`src/rtl/alu_pipe_if.sv`:
```
// alu_pipe_if: request/result handshake bundle for alu_pipe
interface alu_pipe_if #(parameter int NBITS = 32);
  logic             in_valid;
  logic             in_ready;
  logic [NBITS-1:0] a;
  logic [NBITS-1:0] b;
  logic [5:0]       ctrl;
  logic [1:0]       shift;
  logic             mul;
  logic             out_valid;
  logic             out_ready;
  logic [NBITS-1:0] c;
  logic             n;
  logic             z;
  logic             co;
  logic             ov;
  modport master (
    output in_valid, a, b, ctrl, shift, mul, out_ready,
    input  in_ready, out_valid, c, n, z, co, ov
  );
  modport slave (
    input  in_valid, a, b, ctrl, shift, mul, out_ready,
    output in_ready, out_valid, c, n, z, co, ov
  );
endinterface

```
`src/rtl/alu_pipe.sv`:
```
// alu_pipe: single-cycle gated ALU plus iterative shift-add multiply with a post shifter
module alu_pipe #(
  parameter int NBITS  = 32,
  parameter bit MUL_EN = 1
) (
  input logic       clk,
  input logic       reset,
  alu_pipe_if.slave bus
);
  localparam int CW = $clog2(NBITS);
  typedef enum logic [1:0] {IDLE, MUL, HOLD} state_t;
  state_t           state_q;
  logic             vld_q, n_q, z_q, co_q, ovf_q;
  logic [NBITS-1:0] c_q, ma_q, mb_q, acc_q;
  logic [CW-1:0]    cnt_q;
  logic [1:0]       sh_q;
  logic [NBITS-1:0] ap, bp, alu, c_d, prod, m_d;
  logic [NBITS:0]   sum;
  logic             add, co_d, ovf_d, accept, do_mul;
  function automatic logic [NBITS-1:0] shf(input logic [NBITS-1:0] x, input logic [1:0] s);
    return s == 2'd1 ? x << 8 : s == 2'd2 ? {x[NBITS-1], x[NBITS-1:1]} : s == 2'd3 ? x >> 1 : x;
  endfunction
  assign bus.in_ready  = state_q == IDLE && (!vld_q || bus.out_ready) && !reset;
  assign bus.out_valid = vld_q;
  assign bus.c         = c_q;
  assign bus.n         = n_q;
  assign bus.z         = z_q;
  assign bus.co        = co_q;
  assign bus.ov        = ovf_q;
  assign accept        = bus.in_valid && bus.in_ready;
  assign do_mul        = MUL_EN && bus.mul;
  // ALU result for the incoming request, and the final multiply step seen through the shifter
  always_comb begin
    ap    = (bus.ctrl[3] ? bus.a : '0) ^ {NBITS{bus.ctrl[1]}};
    bp    = bus.ctrl[2] ? bus.b : '0;
    sum   = {1'b0, ap} + {1'b0, bp} + {{NBITS{1'b0}}, bus.ctrl[0]};
    alu   = bus.ctrl[5:4] == 2'b00 ? ap & bp :
            bus.ctrl[5:4] == 2'b01 ? ap | bp :
            bus.ctrl[5:4] == 2'b10 ? ~bp : sum[NBITS-1:0];
    c_d   = shf(alu, bus.shift);
    add   = bus.ctrl[5:4] == 2'b11;
    co_d  = add & sum[NBITS];
    ovf_d = add & (ap[NBITS-1] == bp[NBITS-1]) & (sum[NBITS-1] != ap[NBITS-1]);
    prod  = acc_q + (mb_q[0] ? ma_q : '0);
    m_d   = shf(prod, sh_q);
  end
  // Control FSM with registered result and flags; a multiply consumes one bit of b per cycle
  always_ff @(posedge clk or posedge reset) begin
    if (reset) begin
      state_q <= IDLE;
      vld_q   <= 1'b0;
      c_q     <= '0;
      n_q     <= 1'b0;
      z_q     <= 1'b0;
      co_q    <= 1'b0;
      ovf_q   <= 1'b0;
      ma_q    <= '0;
      mb_q    <= '0;
      acc_q   <= '0;
      cnt_q   <= '0;
      sh_q    <= '0;
    end else begin
      case (state_q)
        IDLE: begin
          if (accept && !do_mul) begin
            c_q   <= c_d;
            n_q   <= c_d[NBITS-1];
            z_q   <= c_d == '0;
            co_q  <= co_d;
            ovf_q <= ovf_d;
            vld_q <= 1'b1;
          end else if (accept) begin
            ma_q    <= bus.a;
            mb_q    <= bus.b;
            acc_q   <= '0;
            cnt_q   <= '0;
            sh_q    <= bus.shift;
            vld_q   <= 1'b0;
            state_q <= MUL;
          end else if (vld_q && bus.out_ready) begin
            vld_q <= 1'b0;
          end
        end
        MUL: begin
          acc_q <= prod;
          ma_q  <= ma_q << 1;
          mb_q  <= mb_q >> 1;
          cnt_q <= cnt_q + 1'b1;
          if (cnt_q == CW'(NBITS - 1)) begin
            c_q     <= m_d;
            n_q     <= m_d[NBITS-1];
            z_q     <= m_d == '0;
            co_q    <= 1'b0;
            ovf_q   <= 1'b0;
            vld_q   <= 1'b1;
            state_q <= bus.out_ready ? IDLE : HOLD;
          end
        end
        HOLD: begin
          if (bus.out_ready) begin
            vld_q   <= 1'b0;
            state_q <= IDLE;
          end
        end
        default: state_q <= IDLE;
      endcase
    end
  end
endmodule

```
`src/flat_wrapper.sv`:
```
// flat-port wrapper written by rule: the top's interface ports become plain ports
module alu_pipe_flat 
#(
  parameter int NBITS  = 32,
  parameter bit MUL_EN = 1
)
  (clk, reset, bus_in_valid, bus_a, bus_b, bus_ctrl, bus_shift, bus_mul, bus_out_ready, bus_in_ready, bus_out_valid, bus_c, bus_n, bus_z, bus_co, bus_ov);
  alu_pipe_if #(.NBITS(NBITS)) bus_i ();
  input logic clk;
  input logic reset;
  input wire logic [$bits(bus_i.in_valid)-1:0] bus_in_valid;
  input wire logic [$bits(bus_i.a)-1:0] bus_a;
  input wire logic [$bits(bus_i.b)-1:0] bus_b;
  input wire logic [$bits(bus_i.ctrl)-1:0] bus_ctrl;
  input wire logic [$bits(bus_i.shift)-1:0] bus_shift;
  input wire logic [$bits(bus_i.mul)-1:0] bus_mul;
  input wire logic [$bits(bus_i.out_ready)-1:0] bus_out_ready;
  output wire logic [$bits(bus_i.in_ready)-1:0] bus_in_ready;
  output wire logic [$bits(bus_i.out_valid)-1:0] bus_out_valid;
  output wire logic [$bits(bus_i.c)-1:0] bus_c;
  output wire logic [$bits(bus_i.n)-1:0] bus_n;
  output wire logic [$bits(bus_i.z)-1:0] bus_z;
  output wire logic [$bits(bus_i.co)-1:0] bus_co;
  output wire logic [$bits(bus_i.ov)-1:0] bus_ov;
  assign bus_i.in_valid = bus_in_valid;
  assign bus_i.a = bus_a;
  assign bus_i.b = bus_b;
  assign bus_i.ctrl = bus_ctrl;
  assign bus_i.shift = bus_shift;
  assign bus_i.mul = bus_mul;
  assign bus_i.out_ready = bus_out_ready;
  assign bus_in_ready = bus_i.in_ready;
  assign bus_out_valid = bus_i.out_valid;
  assign bus_c = bus_i.c;
  assign bus_n = bus_i.n;
  assign bus_z = bus_i.z;
  assign bus_co = bus_i.co;
  assign bus_ov = bus_i.ov;
  alu_pipe #(.NBITS(NBITS), .MUL_EN(MUL_EN)) u_core (.clk(clk), .reset(reset), .bus(bus_i));
endmodule
```
`config.mk`:
```
export PLATFORM = sky130hd
export DESIGN_NAME = alu_pipe_flat
export DESIGN_NICKNAME = d
export VERILOG_FILES = /design/src/rtl/alu_pipe_if.sv /design/src/rtl/alu_pipe.sv /design/src/flat_wrapper.sv
export SDC_FILE = /design/constraint.sdc
export NUM_CORES = 1
export LEC_CHECK = 0
export ABC_AREA = 1
export BUFFER_PORTS_ARGS = -buffer_cell sky130_fd_sc_hd__buf_2
export CORE_MARGIN = 2
export CORE_UTILIZATION = 25
export CTS_CLUSTER_SIZE = 14
export DETAILED_ROUTE_END_ITERATION = 16
export GPL_TIMING_DRIVEN = 0
export PLACE_DENSITY = 0.49
export SYNTH_ARGS = -nofsm -noshare
export SYNTH_HDL_FRONTEND = slang
export SYNTH_SLANG_ARGS = --single-unit
```
`constraint.sdc`:
```
create_clock -name clk -period 4.8 [get_ports clk]
set_input_delay 0.96 -clock clk [delete_from_list [all_inputs] [get_ports clk]]
set_output_delay 0.96 -clock clk [all_outputs]
set_load 0.01 [all_outputs]
```
==> metrics.yaml <==
drt_first_pass_iters: 5
power.density_nw_per_um2: 533
critical_path.top_delay_family: "simple AND/OR/NAND/NOR gates"
timing.setup.tns_ns: 0
post-route-min-period_ns: 4.50
cp_data_arrival_time_ns: 4.90
timing.final.ws_setup_ns: 0.296
rsz0062_at_grt: "false"
p_total_mw: 8.76
nets: 2679
final-setup-viol-count: 0
relSlewSlack: 0.356
max-cap-violations: 0
drive_gt1_frac: 0.0904
final_design_area_no_fill_um2: 16400
vias_per_cell: 4.85
worstHoldPathType: "register to register"
whs_ns: 0.478
cts_resized: 0
r2r-end: "u_core.bus.z"
netlist_area_um2: 14300
cp_slowest_stage_delay_ns: 0.49
grt_max_degree: 94
period_share: 0.938
die_area_um2: 59200
clock.fmax_mhz: 222
core_um2: 56500
cpMaxStageDelayCell: "clkbuf_1"
multi_input_area_um2: 9040
grt_pass1_vias: 15900
instances_no_fill: 3268
port-buffer-count: 111
postCtsSetupBuffers: 0
grt_first_pass_wirelength_um: 97500
finalClockSkew_ns: 0.0137
die_w_um: 243
pin_count: 115
hold_viol: 0
yosys_warnings: 0
critPathKind: "primary input to register"
synthTopCellsByCount: "nand2_1, inv_1, nand3_1, nor2_1, dfrtp_1"
place_inst: 3235
clk_transition_reported_paths_ns: 0.06
crit_chain: "buf_2, clkbuf_1, nand2_1, xor2_1, fa_1, inv_1, fa_1, nand3_1, nand2_2, nand2_1, nand2_1, nand2_1, nand4_1, nand3_1, nand2_1, nand2_1, nand2_1, a21oi_1, nand2_1, nor2_1, nand3_1, nand2_1, nand2_1, nand2_1"
grt_antenna_before_repair: 1
grt-ovfl-total: 0
cts-hold-fix-buffers: 0
drtAntennaViolNets: 0
crit_fanout: 10
r2r-start: "u_core.mb_q[0]"
fillers: 6484
dp_slack_ns: -0.350
ir_drop_mv: 0.278
clock_latency_ns: 0.46
synth_edf_count: 0
status: "completed"
area_delta_synth_final_pct: 14.8
yosysMostFrequentCell: "nand2_1"
vias: 15800
synth-seq-cells: 141
first_iter_violations: 1274
critical_path_buf_inv_count: 3
cts_root_buf: "clkbuf_16"
synth_nets: 2548
worst_hold_path.num_cells: 2
worstSetupEndpointType: "register"
setup.worst_path.start: "bus_ctrl[3]"
std_cell_rows: 87
synth_top_area_share: 0.247
place_area_um2: 15800
cts_tree: "built"
synth_cells: 2367
die_y_um: 243
synth_cell_types: 47
dp_hpwl_um: 55400
cts_buffer_depth: 2
ff_latch_area_um2: 3530
clock_sinks: 141
cts_buffers: 17
tightest_slew_ns: 0.965
synthArstFlopShare: 1.00
drc: 0
synth_top_area_cell: "dfrtp_1"
fin_util: 0.291
place_congestion: 0.992
routedWlPerCell_um: 19.9
start_util: 0.253
hold_start: "u_core.bus.c[27]"
reg2reg_slack_ns: 0.98
synth_area_leaders: "dfrtp_1, nand2_1, inv_1, ha_1, nand3_1"
cp-start-kind: "primary input"
required_ns: 5.19
ys_seq_area_frac: 0.247
p_leak_nw: 8.94
syn_avg_cell_area_um2: 6.05
drv_slew: 0
synth_ff_type: "dfrtp_1"
clock_tree.htree_level_count: 4
worst_hold_path.endpoint: "u_core.bus.c[27]"
cpMostUsedCell: "nand2_1"
grt_usage: 0.220
reg2reg_depth: 18
wl_um: 65100
## worst max path at each step
stage / cells past startpoint / end
after floorplan: 1 / u_core.acc_q[0]
after global placement: 2 / u_core.mb_q[10]
after detailed placement: 23 / u_core.bus.z
after CTS: 23 / u_core.bus.z
after global routing: 24 / u_core.bus.z
final: 24 / u_core.bus.z
## registers in the layout, summed over array words and instances (netlist names), 2 cells and up
signal          cells
u_core.acc_q       32
u_core.bus.c       31
u_core.cnt_q        5
u_core.ma_q        32
u_core.mb_q        32
u_core.sh_q         2
u_core.state_q      2
## area by class of cell
cell class | instances | share of cell area
antenna | 1 | 0.000152
buffer | 88 | 0.0260
clock buffer | 17 | 0.0259
clock inverter | 15 | 0.00944
inverter | 350 | 0.0804
multi-input combinational | 1788 | 0.550
sequential | 141 | 0.215
tap | 756 | 0.0576
timing repair buffer | 112 | 0.0355
## layer usage
layer / vias to the layer above / part of all wire / wire, um / track usage
met5: - / 0 / 0 / 0
met4: 0 / 0.050 / 3280 / 0.107
met3: 119 / 0.049 / 3160 / 0.0301
met2: 452 / 0.47 / 30500 / 0.371
met1: 7446 / 0.43 / 28200 / 0.274
li1: 7827 / - / - / -
## power by group
part           leakage (nW)  switching (mW)  total [mW]  internal, mW
registers              1.82           0.312        2.05          1.74
logic                  6.85            3.75        5.36          1.61
clock network         0.275           0.621        1.35         0.730
total                  8.94            4.68        8.76          4.08
## tightest hold or removal path: cells and delay by family, from the launching register on
family          cells  cell delay, ns
compound gates      1            0.06
flops               1            0.34
simple gates        1            0.05
## layout by cell type (no fill, tap or decap), types with 3 or more instances in the layout
master	count
inv_1	341
clkbuf_1	43
nor3_1	13
ha_1	101
inv_6	5
and2_1	4
o22ai_1	21
clkinvlp_4	4
o21ai_1	9
nand2_2	15
dfrtp_1	141
nand3b_1	12
nand2_1	807
buf_6	4
clkbuf_16	17
buf_4	9
o221ai_1	29
a221oi_1	4
inv_8	3
or2_2	3
nand3_1	249
nand4_1	22
o21bai_1	8
a21oi_1	118
xor2_1	37
nor2_1	171
o21ai_0	118
buf_2	130
nor2_2	12
o211ai_1	8
xnor2_1	3
inv_2	6
clkinv_2	3
buf_1	9
a22oi_1	3
fa_1	3
## kinds of logic after synthesis
logic type / count (synthesis) / share of synthesized area
flip-flops: 141 / 0.247
AO/OA/AOI/OAI: 328 / 0.131
buffers and inverters: 438 / 0.122
XOR/XNOR: 40 / 0.0245
AND/OR/NAND/NOR: 1316 / 0.384
adder cells (fa/ha/maj): 104 / 0.0925
Power figures use the tool's default switching activity.
